### config.mk
export PLATFORM = sky130hd
export DESIGN_NAME = mux_tree_pipe
export DESIGN_NICKNAME = d
export VERILOG_FILES = /design/src/rtl/mux_tree_pipe_pkg.sv /design/src/rtl/mux_pipe_stage.sv /design/src/rtl/mux_tree_pipe.sv
export SDC_FILE = /design/constraint.sdc
export NUM_CORES = 2
export LEC_CHECK = 0
export ABC_AREA = 1
export CORE_AREA = 4 4 411 413
export DETAILED_ROUTE_END_ITERATION = 12
export DIE_AREA = 0 0 415 417
export SETUP_SLACK_MARGIN = 0.5
export SYNTH_ARGS = -nofsm -noshare
export SYNTH_HDL_FRONTEND = slang
export SYNTH_SLANG_ARGS = --single-unit
### constraint.sdc
create_clock -name clk -period 2.1 [get_ports clk]
set_clock_uncertainty 0.2 [all_clocks]
set_input_delay 0.21 -clock clk [delete_from_list [all_inputs] [get_ports clk]]
set_output_delay 0.21 -clock clk [all_outputs]
set_load 0.01 [all_outputs]
### src/rtl/mux_tree_pipe_pkg.sv
// mux_tree_pipe_pkg: codebase default data width/register count and helper for the select-remainder width carried between stages
package mux_tree_pipe_pkg;
  localparam int DATA_W = 32;
  localparam int N_REGS = 32;
  function automatic int rem_w(int sel_rem, int levels);
    return sel_rem > levels ? sel_rem - levels : 1;
  endfunction
endpackage

### src/rtl/mux_pipe_stage.sv
// mux_pipe_stage: LEVELS mux levels then candidate/select-remainder/valid registers; up_* = upstream side (up_ready out), dn_* = registered side (dn_ready in)
module mux_pipe_stage
  import mux_tree_pipe_pkg::*;
#(
  parameter int WIDTH = DATA_W,
  parameter int N_CAND = N_REGS,
  parameter int LEVELS = 1,
  parameter int SEL_REM = $clog2(N_CAND),
  localparam int N_OUT = N_CAND >> LEVELS,
  localparam int SO = rem_w(SEL_REM, LEVELS)
) (
  input  logic                    clk,
  input  logic                    rst_n,
  input  logic                    flush,
  input  logic [N_CAND*WIDTH-1:0] up_cand,
  input  logic [SEL_REM-1:0]      up_sel,
  input  logic                    up_valid,
  output logic                    up_ready,
  output logic [N_OUT*WIDTH-1:0]  dn_cand,
  output logic [SO-1:0]           dn_sel,
  output logic                    dn_valid,
  input  logic                    dn_ready
);
  for (genvar l = 0; l <= LEVELS; l++) begin : g_l
    logic [(N_CAND >> l)*WIDTH-1:0] c;
    if (l == 0) begin : g_in
      assign c = up_cand;
    end else begin : g_mx
      for (genvar j = 0; j < (N_CAND >> l); j++) begin : g_j
        assign c[j*WIDTH +: WIDTH] = up_sel[l-1] ? g_l[l-1].c[(2*j+1)*WIDTH +: WIDTH]
                                                 : g_l[l-1].c[2*j*WIDTH +: WIDTH];
      end
    end
  end
  logic [SO-1:0] sel_nx;
  if (SEL_REM > LEVELS) begin : g_rem
    assign sel_nx = up_sel[SEL_REM-1:LEVELS];
  end else begin : g_none
    assign sel_nx = '0;
  end
  assign up_ready = !dn_valid || dn_ready;
  always_ff @(posedge clk or negedge rst_n)
    if (!rst_n) begin
      dn_valid <= 1'b0;
      dn_cand  <= '0;
      dn_sel   <= '0;
    end else begin
      dn_valid <= flush ? 1'b0 : up_ready ? up_valid : dn_valid;
      if (up_ready && up_valid) begin
        dn_cand <= g_l[LEVELS].c;
        dn_sel  <= sel_nx;
      end
    end
endmodule

### src/rtl/mux_tree_pipe.sv
// mux_tree_pipe: pipelined N_IN:1 selector with valid/ready and flush; in/sel/in_valid/in_ready upstream, out/out_valid/out_ready downstream
module mux_tree_pipe
  import mux_tree_pipe_pkg::*;
#(
  parameter int WIDTH = DATA_W,
  parameter int N_IN = N_REGS,
  parameter int REG_EVERY = 1,
  localparam int SEL_W = $clog2(N_IN),
  localparam int NSTG = SEL_W / REG_EVERY
) (
  input  logic                  clk,
  input  logic                  rst_n,
  input  logic                  flush,
  input  logic [N_IN*WIDTH-1:0] in,
  input  logic [SEL_W-1:0]      sel,
  input  logic                  in_valid,
  output logic                  in_ready,
  output logic [WIDTH-1:0]      out,
  output logic                  out_valid,
  input  logic                  out_ready
);
  for (genvar k = 0; k < NSTG; k++) begin : g_s
    localparam int CI = N_IN >> (k*REG_EVERY);
    localparam int SR = SEL_W - k*REG_EVERY;
    logic [CI*WIDTH-1:0]                 u_cand;
    logic [SR-1:0]                       u_sel;
    logic                                u_valid;
    logic                                d_ready;
    logic [(CI >> REG_EVERY)*WIDTH-1:0]  s_cand;
    logic [rem_w(SR, REG_EVERY)-1:0]     s_sel;
    logic                                s_valid;
    logic                                s_ready;
    if (k == 0) begin : g_head
      assign u_cand  = in;
      assign u_sel   = sel;
      assign u_valid = in_valid;
    end else begin : g_link
      assign u_cand  = g_s[k-1].s_cand;
      assign u_sel   = g_s[k-1].s_sel;
      assign u_valid = g_s[k-1].s_valid;
    end
    if (k == NSTG-1) begin : g_tail
      assign d_ready = out_ready;
    end else begin : g_next
      assign d_ready = g_s[k+1].s_ready;
    end
    mux_pipe_stage #(
      .WIDTH(WIDTH), .N_CAND(CI), .LEVELS(REG_EVERY), .SEL_REM(SR)
    ) u_stage (
      .clk(clk), .rst_n(rst_n), .flush(flush),
      .up_cand(u_cand), .up_sel(u_sel), .up_valid(u_valid), .up_ready(s_ready),
      .dn_cand(s_cand), .dn_sel(s_sel), .dn_valid(s_valid), .dn_ready(d_ready)
    );
  end
  logic sel_unused;
  assign sel_unused = ^g_s[NSTG-1].s_sel;
  assign in_ready   = g_s[0].s_ready;
  assign out        = g_s[NSTG-1].s_cand;
  assign out_valid  = g_s[NSTG-1].s_valid;
endmodule

==> flow_metrics.py <==
metrics = {
    "critical_path": {
        "max_stage_delay_ps": 370,
        "cp_top_family": "flip-flops",
        "crit_path_cell_trace": "nand3_2, nor2_4, nand3_4, buf_12, buf_6",
        "cp.arrival_ps": 1740,
        "crit_path_top_delay_cell": "dfrtp_1",
        "cp-end-kind": "output port",
        "setup.worst_path.class": "reg -> out",
        "crit_buf_inv": 2,
        "worstSetupStartpointType": "flop",
        "required_ps": 1690,
        "critical_path.max_fanout": 2,
    },
    "placed_design": {
        "post_dp_cell_area_sq_mm": 0.0648,
        "detailed_place_hpwl_mm": 143,
        "numPortBuffers": 1067,
        "place_ws_ps": -71.9,
        "dp.cells": 9420,
        "gp_congestion": 0.842,
    },
    "worst_hold_path": {
        "holdCritPathClass": "in -> reg",
    },
    "detailed_routing": {
        "routed_wl_mm": 204,
        "vias_per_cell": 4.69,
        "drc_errors": 0,
        "vias": 48100,
        "ant_nets": 0,
        "wire_per_inst_um": 19.9,
        "firstDrtPassIters": 6,
        "drt_iter0_drc": 3746,
    },
    "floorplan": {
        "io_pins": 1068,
        "die_w_um": 415,
        "die_h_um": 417,
        "row_count": 149,
        "die_area_sq_mm": 0.173,
        "coreArea_sq_mm": 0.165,
        "initial_core_util_pct": 30.4,
    },
    "final_layout": {
        "layout-drive-gt1-share_pct": 15.9,
        "fin_area_sq_mm": 0.0786,
        "finish.utilization_pct": 47.7,
        "fin_cells": 10300,
        "syn_to_final_growth_pct": 56.8,
        "final_net_count": 8997,
    },
    "synth": {
        "synth_cell_types": 17,
        "synth_area_sq_mm": 0.0501,
        "avgSynthCellArea_sq_um": 7.94,
        "syn_inst": 6315,
        "ys_seq_area_share_pct": 50.3,
        "yosys_warnings": 0,
        "ys_ff_latch": 1007,
        "synth_nets": 7349,
    },
    "timing": {
        "tightest_slew_ps": 1120,
        "fin_ws_ps": -49.9,
        "setup_viol": 4,
        "fmax_mhz": 465,
        "maxSlewHeadroom_pct": 24.8,
        "rsz0062_at_grt": "yes",
        "hold_viol_final": 8,
        "fin_hold_ws_ps": -29.9,
        "finalCritPeriodShare_pct": 102,
        "timing.setup.tns_ps": -84.9,
        "finalMaxSlewViolations": 0,
        "min_period_ps": 2150,
    },
    "grt": {
        "grt-ovfl-total": 0,
        "antenna_found_initial": 7,
        "grt.total_usage_pct": 21.6,
        "grt_max_degree": 106,
        "first_global_vias": 48200,
        "grt_pass1_wl_mm": 287,
    },
    "clock_network": {
        "cts_tree": "done",
        "cts_root_buf": "clkbuf_16",
        "cts_sinks": 1007,
        "clk_latency_ps": 740,
        "ctsHoldBuffers": 490,
        "numCtsBuffers": 110,
        "ctsHtreeMaxLevel": 3,
        "cts.path.max_buffers": 3,
        "path_clk_slew_ps": 60,
    },
    "power": {
        "p_sw_mw": 17.8,
        "power_frac_clock_pct": 33.9,
        "p_int_mw": 40.6,
        "p_leak_nw": 38.6,
        "p_per_area_mw_per_mm2": 742,
        "peakVddDrop_v": 0.000780,
        "switching_share_pct": 30.4,
        "seqPwrFrac_pct": 42.4,
        "combPwrFrac_pct": 23.7,
    },
    "outcome": {
        "status": "finished, violations left",
        "violations": "negative hold slack, negative setup slack",
    },
    "job": {
        "cap_violations": 0,
    },
}
cells by family (layout without fill, tap and decap cells):
group	Yosys count	after routing	share of synthesized area [%]
AND/OR/NAND/NOR	2853	2853	22.7
flip-flops	1007	1007	50.3
multiplexers	384	384	7.99
other	0	5	0
AO/OA/AOI/OAI	999	999	9.97
buffers and inverters	1072	2815	9.08
cell usage after synthesis:
cell type	n	area (sq um)
a21oi_1	69	345
buf_1	69	259
buf_2	159	796
buf_4	43	323
buf_6	22	248
clkbuf_1	161	604
dfrtp_1	1007	25200
inv_1	618	2320
mux2_2	128	1440
mux2i_1	256	2560
nand2_1	2265	8500
nand3_1	520	2600
nand3_2	2	20.0
nor2_1	65	244
nor2_2	1	6.26
o21ai_0	929	4650
o21ai_1	1	5.00
cell usage in the layout (no fill, tap or decap), types with 2 or more instances in the layout:
cell | netlist | final
buf_8 | 0 | 18
diode_2 | 0 | 5
clkdlybuf4s50_1 | 0 | 1030
buf_6 | 22 | 60
clkinv_2 | 0 | 24
o21ai_0 | 929 | 922
dfrtp_4 | 0 | 3
nand2_4 | 0 | 167
nor2_1 | 65 | 64
nor2_4 | 0 | 2
clkbuf_16 | 0 | 170
bufinv_16 | 0 | 5
mux2i_1 | 256 | 256
buf_4 | 43 | 208
inv_6 | 0 | 4
o21ai_4 | 0 | 5
mux2_2 | 128 | 128
clkbuf_1 | 161 | 26
dfrtp_1 | 1007 | 1002
dlymetal6s4s_1 | 0 | 2
o21ai_1 | 1 | 2
dfrtp_2 | 0 | 2
a21oi_1 | 69 | 69
nand3_4 | 0 | 9
buf_12 | 0 | 108
buf_16 | 0 | 18
clkinvlp_4 | 0 | 5
inv_1 | 618 | 615
clkinv_4 | 0 | 4
nand3_2 | 2 | 51
dlygate4sd3_1 | 0 | 488
nand3_1 | 520 | 462
nand2_1 | 2265 | 1836
nand2_2 | 0 | 261
clkinv_16 | 0 | 2
clkbuf_8 | 0 | 23
final timing paths:
check / startpoint / endpoint / slack [ps] / depth (start not counted)
max: g_s[3].u_stage.dn_valid$_DFFE_PN0P_ / in_ready / -50 / 5
min: out_ready / g_s[4].u_stage.dn_valid$_DFFE_PN0P_ / -30 / 4
max reg2reg: g_s[3].u_stage.dn_valid$_DFFE_PN0P_ / g_s[0].u_stage.dn_cand[335]$_DFFE_PN0P_ / -30 / 11
min reg2reg: g_s[0].u_stage.dn_cand[418]$_DFFE_PN0P_ / g_s[0].u_stage.dn_cand[418]$_DFFE_PN0P_ / 270 / 2
max in group asynchronous: rst_n / g_s[1].u_stage.dn_cand[112]$_DFFE_PN0P_ / 120 / 5
min in group asynchronous: rst_n / g_s[2].u_stage.dn_cand[93]$_DFFE_PN0P_ / -10 / 3
metal layers:
metal  vias to the layer above  GRT usage [%]  wire length [um]
li1                      23400              -                 -
met1                     23000           27.6             84600
met2                      1327           37.1            102000
met3                       314           3.48             10700
met4                         4           7.12              7390
met5                         -              0                31
worst min-delay path, stage by stage:
cell and delay, ps:
clkdlybuf4s50_1 450, inv_1 50, nand2_1 90, a21oi_1 70
sequential cells by signal, summed over array words and instances (netlist names):
name and count:
g_s.u_stage.dn_cand 992, g_s.u_stage.dn_valid 5, g_s.u_stage.dn_sel 10
per-stage QoR:
step                power [mW]  hold WS [ps]
detailed placement        36.7         -98.0
global route              61.1         -7.34
floorplan                 29.9          -286
finish                    58.3         -29.9
global placement          36.5         -98.6
CTS                       57.8         -89.6
final cells by class:
type / instances / area, sq um
well taps: 2189 / 2740
flip-flops and latches: 1007 / 25200
fillers: 15400 / 86200
clock inverters: 45 / 460
repair buffers: 1990 / 21800
multi-input cells: 4236 / 22700
diodes: 5 / 12.5
inverters: 618 / 2340
clock buffers: 162 / 3240
power by group through the flow:
stage / clock [mW] / combinational [mW] / sequential, mW
after floorplan: 0 / 5.88 / 24.0
after global placement: 0 / 11.8 / 24.7
after detailed placement: 0 / 11.9 / 24.8
after CTS: 20.1 / 13.2 / 24.5
after global routing: 20.9 / 15.1 / 25.0
final: 19.8 / 13.8 / 24.7
repair_timing:
item	4_1_cts	5_1_grt
setup endpoints to repair	1015	1684
setup buffers	28	24
hold endpoints to repair	1399	1
resized for setup	284	750
pin swaps	2	60
gates cloned	9	69
Note: power is estimated with default switching activity, not from simulation.
